<file path="src/rtl/pc_fetch.sv">
// Program-counter / instruction-fetch unit: one outstanding fetch, a one-entry
// buffer toward decode, and the interrupt-enable / EPC state.
module pc_fetch #(
  parameter logic [31:0] RESET_VECTOR = 32'h0000_0000,
  parameter logic [31:0] INT_VECTOR   = 32'h0000_0080
) (
  input  logic        clk,
  input  logic        reset_n,
  input  logic [1:0]  pc_sel,
  input  logic [1:0]  branch_sel,
  input  logic [15:0] br_offset,
  input  logic [31:0] jr_target,
  input  logic [25:0] j_index,
  input  logic        eret,
  input  logic        int_req,
  input  logic        id_ready,
  output logic        imem_req,
  output logic [31:0] imem_addr,
  input  logic        imem_ack,
  input  logic [31:0] imem_rdata,
  output logic        if_valid,
  output logic [31:0] if_instr,
  output logic [31:0] if_pc,
  output logic [31:0] epc,
  output logic        int_en1,
  output logic        int_pending
);

  typedef enum logic [1:0] {START, REQ, HOLD} state_t;

  state_t      r_state, w_state_nxt;
  logic [31:0] r_fetch_pc;
  logic        r_if_valid;
  logic [31:0] r_if_instr;
  logic [31:0] r_if_pc;
  logic [31:0] r_epc;
  logic        r_int_en1;

  logic        w_imem_req;
  logic        w_ack;
  logic        w_consume;
  logic [31:0] w_pc4;
  logic [31:0] w_br_target;
  logic [31:0] w_target;
  logic [31:0] w_epc_nxt;
  logic        w_int_en_nxt;

  assign w_pc4     = r_if_pc + 32'd4;
  assign w_ack     = (r_state == REQ) & imem_ack;
  assign w_consume = (r_state == HOLD) & r_if_valid & id_ready;

  always_ff @(posedge clk or negedge reset_n) begin
    if (!reset_n) r_state <= START;
    else          r_state <= w_state_nxt;
  end

  always_comb begin
    w_state_nxt = r_state;
    w_imem_req  = 1'b0;
    case (r_state)
      START: w_state_nxt = REQ;
      REQ: begin
        w_imem_req = 1'b1;
        if (imem_ack) w_state_nxt = HOLD;
      end
      HOLD:    if (w_consume) w_state_nxt = REQ;
      default: w_state_nxt = START;
    endcase
  end

  always_comb begin
    case (branch_sel)
      2'b00:   w_br_target = w_pc4 + {{14{br_offset[15]}}, br_offset, 2'b00};
      2'b01:   w_br_target = jr_target & ~32'd3;
      2'b10:   w_br_target = {w_pc4[31:28], j_index, 2'b00};
      default: w_br_target = w_pc4;
    endcase
  end

  // Redirect priority: reset vector, interrupt entry, eret, branch, sequential.
  always_comb begin
    w_target     = w_pc4;
    w_epc_nxt    = r_epc;
    w_int_en_nxt = r_int_en1;
    if (pc_sel == 2'b00) begin
      w_target     = RESET_VECTOR;
      w_int_en_nxt = 1'b0;
    end else if (pc_sel == 2'b01) begin
      w_target     = INT_VECTOR;
      w_epc_nxt    = r_if_pc;
      w_int_en_nxt = 1'b0;
    end else if (eret) begin
      w_target     = r_epc;
      w_int_en_nxt = 1'b1;
    end else if (pc_sel == 2'b11) begin
      w_target     = w_br_target;
    end
  end

  // Ack and consume are mutually exclusive: they live in different states.
  always_ff @(posedge clk or negedge reset_n) begin
    if (!reset_n) begin
      r_fetch_pc <= RESET_VECTOR;
      r_if_valid <= 1'b0;
      r_if_instr <= '0;
      r_if_pc    <= '0;
      r_epc      <= '0;
      r_int_en1  <= 1'b0;
    end else if (w_ack) begin
      r_if_instr <= imem_rdata;
      r_if_pc    <= r_fetch_pc;
      r_if_valid <= 1'b1;
      r_fetch_pc <= r_fetch_pc + 32'd4;
    end else if (w_consume) begin
      r_if_valid <= 1'b0;
      r_fetch_pc <= w_target;
      r_epc      <= w_epc_nxt;
      r_int_en1  <= w_int_en_nxt;
    end
  end

  assign imem_req    = w_imem_req;
  assign imem_addr   = r_fetch_pc;
  assign if_valid    = r_if_valid;
  assign if_instr    = r_if_instr;
  assign if_pc       = r_if_pc;
  assign epc         = r_epc;
  assign int_en1     = r_int_en1;
  assign int_pending = int_req & r_int_en1;

endmodule
</file>
<file path="config.mk">
export PLATFORM = sky130hd
export DESIGN_NAME = pc_fetch
export DESIGN_NICKNAME = d
export VERILOG_FILES = /design/src/rtl/pc_fetch.sv
export SDC_FILE = /design/constraint.sdc
export NUM_CORES = 1
export LEC_CHECK = 0
export ABC_CLOCK_PERIOD_IN_PS = 5700
export CAP_MARGIN = 20
export CORE_MARGIN = 1
export CORE_UTILIZATION = 30
export CTS_CLUSTER_DIAMETER = 60
export DETAILED_ROUTE_END_ITERATION = 7
export GPL_TIMING_DRIVEN = 0
export PLACE_DENSITY_LB_ADDON = 0.15
export SYNTH_ARGS = -nofsm -noshare
export SYNTH_HDL_FRONTEND = slang
export SYNTH_SLANG_ARGS = --single-unit
</file>
<file path="constraint.sdc">
create_clock -name clk -period 5.7 [get_ports clk]
set_clock_uncertainty 0.05 [all_clocks]
set_input_delay 1.71 -clock clk [delete_from_list [all_inputs] [get_ports clk]]
set_output_delay 1.71 -clock clk [all_outputs]
set_load 0.01 [all_outputs]
</file>
[Yosys cells after proc, flatten, opt, wreduce, memory -nomap -nowiden]
Cells that the tools add are included.
Storage, ports and cells
  register bits: 132
  bits of input ports: 116
  output and inout bits: 132
  word-level logic and storage cells: 48
Cells by class
  add/sub/neg operators: 3
  equal/unequal tests: 8
  multiplexer cells: 16
  bitwise gates (word level): 6
  reductions and logical operators: 8
Operator list (number)
  $mux 32: 6
  $pmux 32 s3: 1
  $add 32x3->32 const B: 2
  $add 32x32->32: 1
  $eq 2x1->1 const B: 3
  $eq 2x2->1 const B: 3
  $logic_not 2->1: 3
  $mux 1: 6
  $pmux 2 s3: 1
  $and 1x1->1: 4
  $mux 2: 2
  $ne 2x2->1 const B: 2
  $reduce_and 4->1: 1
  $reduce_and 3->1: 1
  $reduce_bool 3->1: 1
  $not 1->1: 2
  $reduce_and 2->1: 1
  $reduce_bool 2->1: 1

[Logic depth before layout (Yosys ltp)]
Gate-level depths: netlist of run 1.
  depth in word-level cells: 9
  gate-level depth with buffers: 16
  depth with buffers taken out: 15

[Worst setup path after synthesis of run 1]
No wires, ideal clock.
  kind: input port to flip-flop
  start: input port br_offset[8]
  end: register r_fetch_pc[31], in the netlist imem_addr[31]
  library setup time: 0.120 ns
  data arrival time: 3.799 ns
  data required time: 5.530 ns
  setup slack: 1.731 ns
  stages: 9
  buffers on the path: 0
  path through: ha_1 -> a21o_1 -> a221o_1 -> a21oi_1 -> a21bo_2 -> o211ai_2 -> a21oi_1 -> or4_1 -> a31o_1
Between the ends
  word-level cells in the longest chain between the ends: 8
Ends and longest elaborated chain
  start: declaration: RTL line 11  | input logic [15:0] br_offset,
  $add 32x32->32: RTL line 73  | 2'b00: w_br_target = w_pc4 + {{14{br_offset[15]}}, br_offset, 2'b00};
  $pmux 32 s3: RTL line 72  | case (branch_sel)
  $mux 32: RTL line 95  | end else if (pc_sel == 2'b11) begin
  $mux 32: RTL line 92  | end else if (eret) begin
  $mux 32: RTL line 88  | end else if (pc_sel == 2'b01) begin
  $mux 32: RTL line 85  | if (pc_sel == 2'b00) begin
  $mux 32: RTL line 114  | end else if (w_consume) begin
  $mux 32: RTL line 109  | end else if (w_ack) begin
  end signal: assignment: RTL line 113  | r_fetch_pc <= r_fetch_pc + 32'd4;
  end signal: assignment: RTL line 116  | r_fetch_pc <= w_target;
  end: declaration: RTL line 32  | logic [31:0] r_fetch_pc;
No other way between the ends. The select of a mux whose other input is x is not followed.
A chain may end at the register's enable or synchronous reset.

[Worst setup path in the final report of run 1]
  start: register r_if_pc[8], in the netlist if_pc[8]
  end: register r_fetch_pc[24], in the netlist imem_addr[24]
Between the ends
  word-level cells in the longest chain between the ends: 9
Ends and longest elaborated chain
  start: declaration: RTL line 35  | logic [31:0] r_if_pc;
  start signal: assignment: RTL line 111  | r_if_pc <= r_fetch_pc;
  $add 32x3->32 (*): RTL line 48  | assign w_pc4 = r_if_pc + 32'd4;
  $add 32x32->32: RTL line 73
  $pmux 32 s3: RTL line 72
  $mux 32 (*): RTL line 95
  $mux 32 (*): RTL line 92
  $mux 32 (*): RTL line 88
  $mux 32 (*): RTL line 85
  $mux 32 (*): RTL line 114
  $mux 32 (*): RTL line 109
Every way passes the cells marked *; elsewhere a longest branch is shown, timed or not. The select of a mux whose other input is x is not followed.

==> results of run 1 <==
[final timing paths]
check / end / start / cells after the start
worst min register to register: if_instr[27] / if_instr[27] / 2
worst max register to register: imem_addr[24] / if_pc[8] / 15
max in group asynchronous: if_pc[28] / reset_n / 2
worst min-delay path: if_instr[27] / if_instr[27] / 2
worst max-delay path: imem_addr[24] / if_pc[8] / 15
min in group asynchronous: if_instr[30] / reset_n / 1
[area by class of cell]
type,count,share of cell area
multi-input cells,931,0.434
repair buffers,248,0.197
plain buffers,56,0.0170
clock inverters,15,0.0129
well taps,390,0.0385
clock buffers,17,0.0336
flip-flops and latches,132,0.261
inverters,23,0.00681
[flip-flops by register name (all words and copies together), names as in the netlist]
signal / count
epc: 32
if_instr: 32
if_pc: 32
if_valid: 1
imem_addr: 32
int_en1: 1
r_state: 2
[critical path, delay by kind of cell, from the launching register on]
family	cells	cell delay, ps
flops	1	530
xor+xnor	1	160
buf+inv	2	400
compound gates	7	1830
simple gates	4	1710
fa+ha+maj	1	320
[metal layers]
layer | wire, µm | part of all wire | up-vias | GRT usage
met3 | 4010 | 0.095 | 68 | 0.0711
met2 | 19100 | 0.45 | 496 | 0.432
met4 | 1220 | 0.029 | 0 | 0.0870
met5 | 0 | 0 | - | 0
li1 | - | - | 4624 | -
met1 | 18000 | 0.42 | 4875 | 0.362
[report_power, final]
group | internal, mW | switching (mW)
Sequential | 1.21 | 0.343
Combinational | 1.07 | 1.29
Clock | 0.624 | 0.542
Total | 2.90 | 2.18
[through the flow]
step | worst slack, ps | hold slack (ps) | std cells | util | total power, mW
2_1_floorplan | 1730 | 406 | 1142 | - | 2.70
3_3_place_gp | -3010 | 408 | 1776 | 0.405 | 3.88
3_5_place_dp | 426 | 413 | 1780 | 0.407 | 3.89
4_1_cts | 786 | 430 | 1812 | 0.427 | 5.07
5_1_grt | 546 | 445 | 1812 | 0.427 | 5.37
6_report | 562 | 424 | 1812 | 0.427 | 5.08
[logic make-up after synthesis]
kind of cell	synth area share
AO/OA/AOI/OAI	0.211
XOR/XNOR	0.0442
adder cells (fa/ha/maj)	0.0517
buffers and inverters	0.0331
flip-flops	0.363
multiplexers	0.0441
AND/OR/NAND/NOR	0.253
[cell usage in the layout (no fill, tap or decap), drive strengths merged, types with 4 or more instances in the layout]
cell type,n
o221ai,5
nand3,32
buf,15
a31oi,10
nor2b,5
a221o,9
inv,30
o31ai,9
nor2,73
a221oi,8
nor4,5
o21a,13
and3,20
dfrtp,132
clkdlybuf4s50,243
xor2,21
a21oi,83
a21o,17
o22ai,12
and2,6
nand4,22
a211oi,11
nor3b,4
and4,8
nor3,25
xnor2,25
o21ai,79
nand2b,12
ha,36
o211ai,11
clkbuf,63
nand2,282
mux2,33
clkinv,6
==> flow_metrics.py, run 1 <==
metrics = {
    "status": {
        "status": "finished clean",
    },
    "worst_hold_path": {
        "worstHoldPathType": "flop to flop",
    },
    "clocking": {
        "htreeDepth": 4,
        "cts_sinks": 132,
        "clkLatencyLatePin_ps": 440,
        "ctsResizeCount": 0,
        "cts_made_buffers": 17,
        "postCtsSetupRepairBufs": 0,
        "cts_tree": "yes",
        "cts_root_buf": "clkbuf_16",
        "cts_hold_buf": 0,
        "cts_buffer_depth": 2,
        "path_clk_slew_ps": 70,
    },
    "sta": {
        "fmax_mhz": 195,
        "worstMarginPinSlew_ps": 1050,
        "rsz0062_at_grt": "false",
        "fin_tns_setup_ps": 0,
        "slew_viol_final": 0,
        "finalCritPeriodShare": 0.901,
        "finalSetupViolCount": 0,
        "finalCriticalPeriod_ps": 5140,
        "hold_viol": 0,
        "maxSlewHeadroom": 0.299,
    },
    "pwr": {
        "powerDensity_nw_per_um2": 401,
        "ir_drop_mv": 0.203,
        "power.leakage_nw": 5.53,
    },
    "setup_path": {
        "slowest_delay_ps": 750,
        "slowest_stage": "nor3_1",
        "crit_type": "flop to flop",
        "arrival_ps": 5390,
        "path_max_fanout": 8,
        "worstPathRequired_ps": 5950,
        "endpoint_kind": "flop",
        "r2r_setup_slack_ps": 560,
        "crit_chain": "nand4_1, nor3_1, buf_4, and4_1, xnor2_1, inv_1, ha_1, a21oi_1, o21ai_0, a221o_1, a21oi_1, a21oi_1, or3_1, a31oi_1, o31ai_1",
        "startpoint_type": "flop",
        "worst_path_most_repeated_cell": "a21oi_1",
    },
    "yosys": {
        "synth.top_cells.by_count": "nand2_1, dfrtp_1, a21oi_1",
        "synth_top_area_frac": 0.363,
        "synth.most_common_cell": "nand2_1",
        "synth-edff-count": 0,
        "syn-instance-count": 1142,
        "synth_area_leaders": "dfrtp_1, nand2_1, ha_1, a21oi_1, o21ai_0",
        "syn-cell-area_um2": 9100,
        "synth_top_cell_by_area": "dfrtp_1",
        "synth_cell_types": 74,
        "synth-main-ff-cell": "dfrtp_1",
        "ys_warn_count": 0,
        "synth_seq_area_share": 0.363,
        "syn_nets": 1295,
        "ys_ff_latch": 132,
        "syn_avg_cell_area_um2": 7.97,
        "async_flop_share": 1.00,
    },
    "layout": {
        "nNetsFinal": 1562,
        "diodes": 0,
        "layout-drive-gt1-share": 0.0640,
        "seqCellArea_um2": 3300,
        "multi_input_area_um2": 5500,
        "final_cell_area_um2": 12700,
        "area_growth_pct": 39.2,
        "fillers": 3031,
    },
    "placement": {
        "globalplace.congestion": 0.948,
        "place_area_um2": 12100,
        "port_buffers": 244,
        "dp_hpwl_um": 31800,
    },
    "floorplan": {
        "start_util": 0.306,
        "rows": 63,
        "chipWidth_um": 176,
        "die_height_um": 176,
        "die-area_um2": 31100,
        "placeableCoreArea_um2": 29700,
        "io_pins": 248,
    },
    "grt": {
        "grt_use_total": 0.273,
        "antenna_found_initial": 0,
        "grt_overflow_total": 0,
        "grt_pass1_wl_um": 62700,
        "grt_pass1_vias": 9828,
        "grt_max_degree": 75,
    },
    "routing": {
        "dr.pass1.iters": 6,
        "wire_per_inst_um": 23.3,
        "drtIter0Drc": 932,
        "viasPerCell": 5.55,
        "vias": 10100,
        "drtAntennaViolNets": 0,
        "drc": 0,
        "wirelength_um": 42300,
    },
    "run": {
        "maxCapViolations": 0,
    },
}
Note: power is estimated with default switching activity, not from simulation.
==> inputs of run 2 (changes only) <==
CORE_MARGIN = unset   (was 1)
==> results of run 2 <==
Final layout, timing and power as in run 1 (identical DEF).
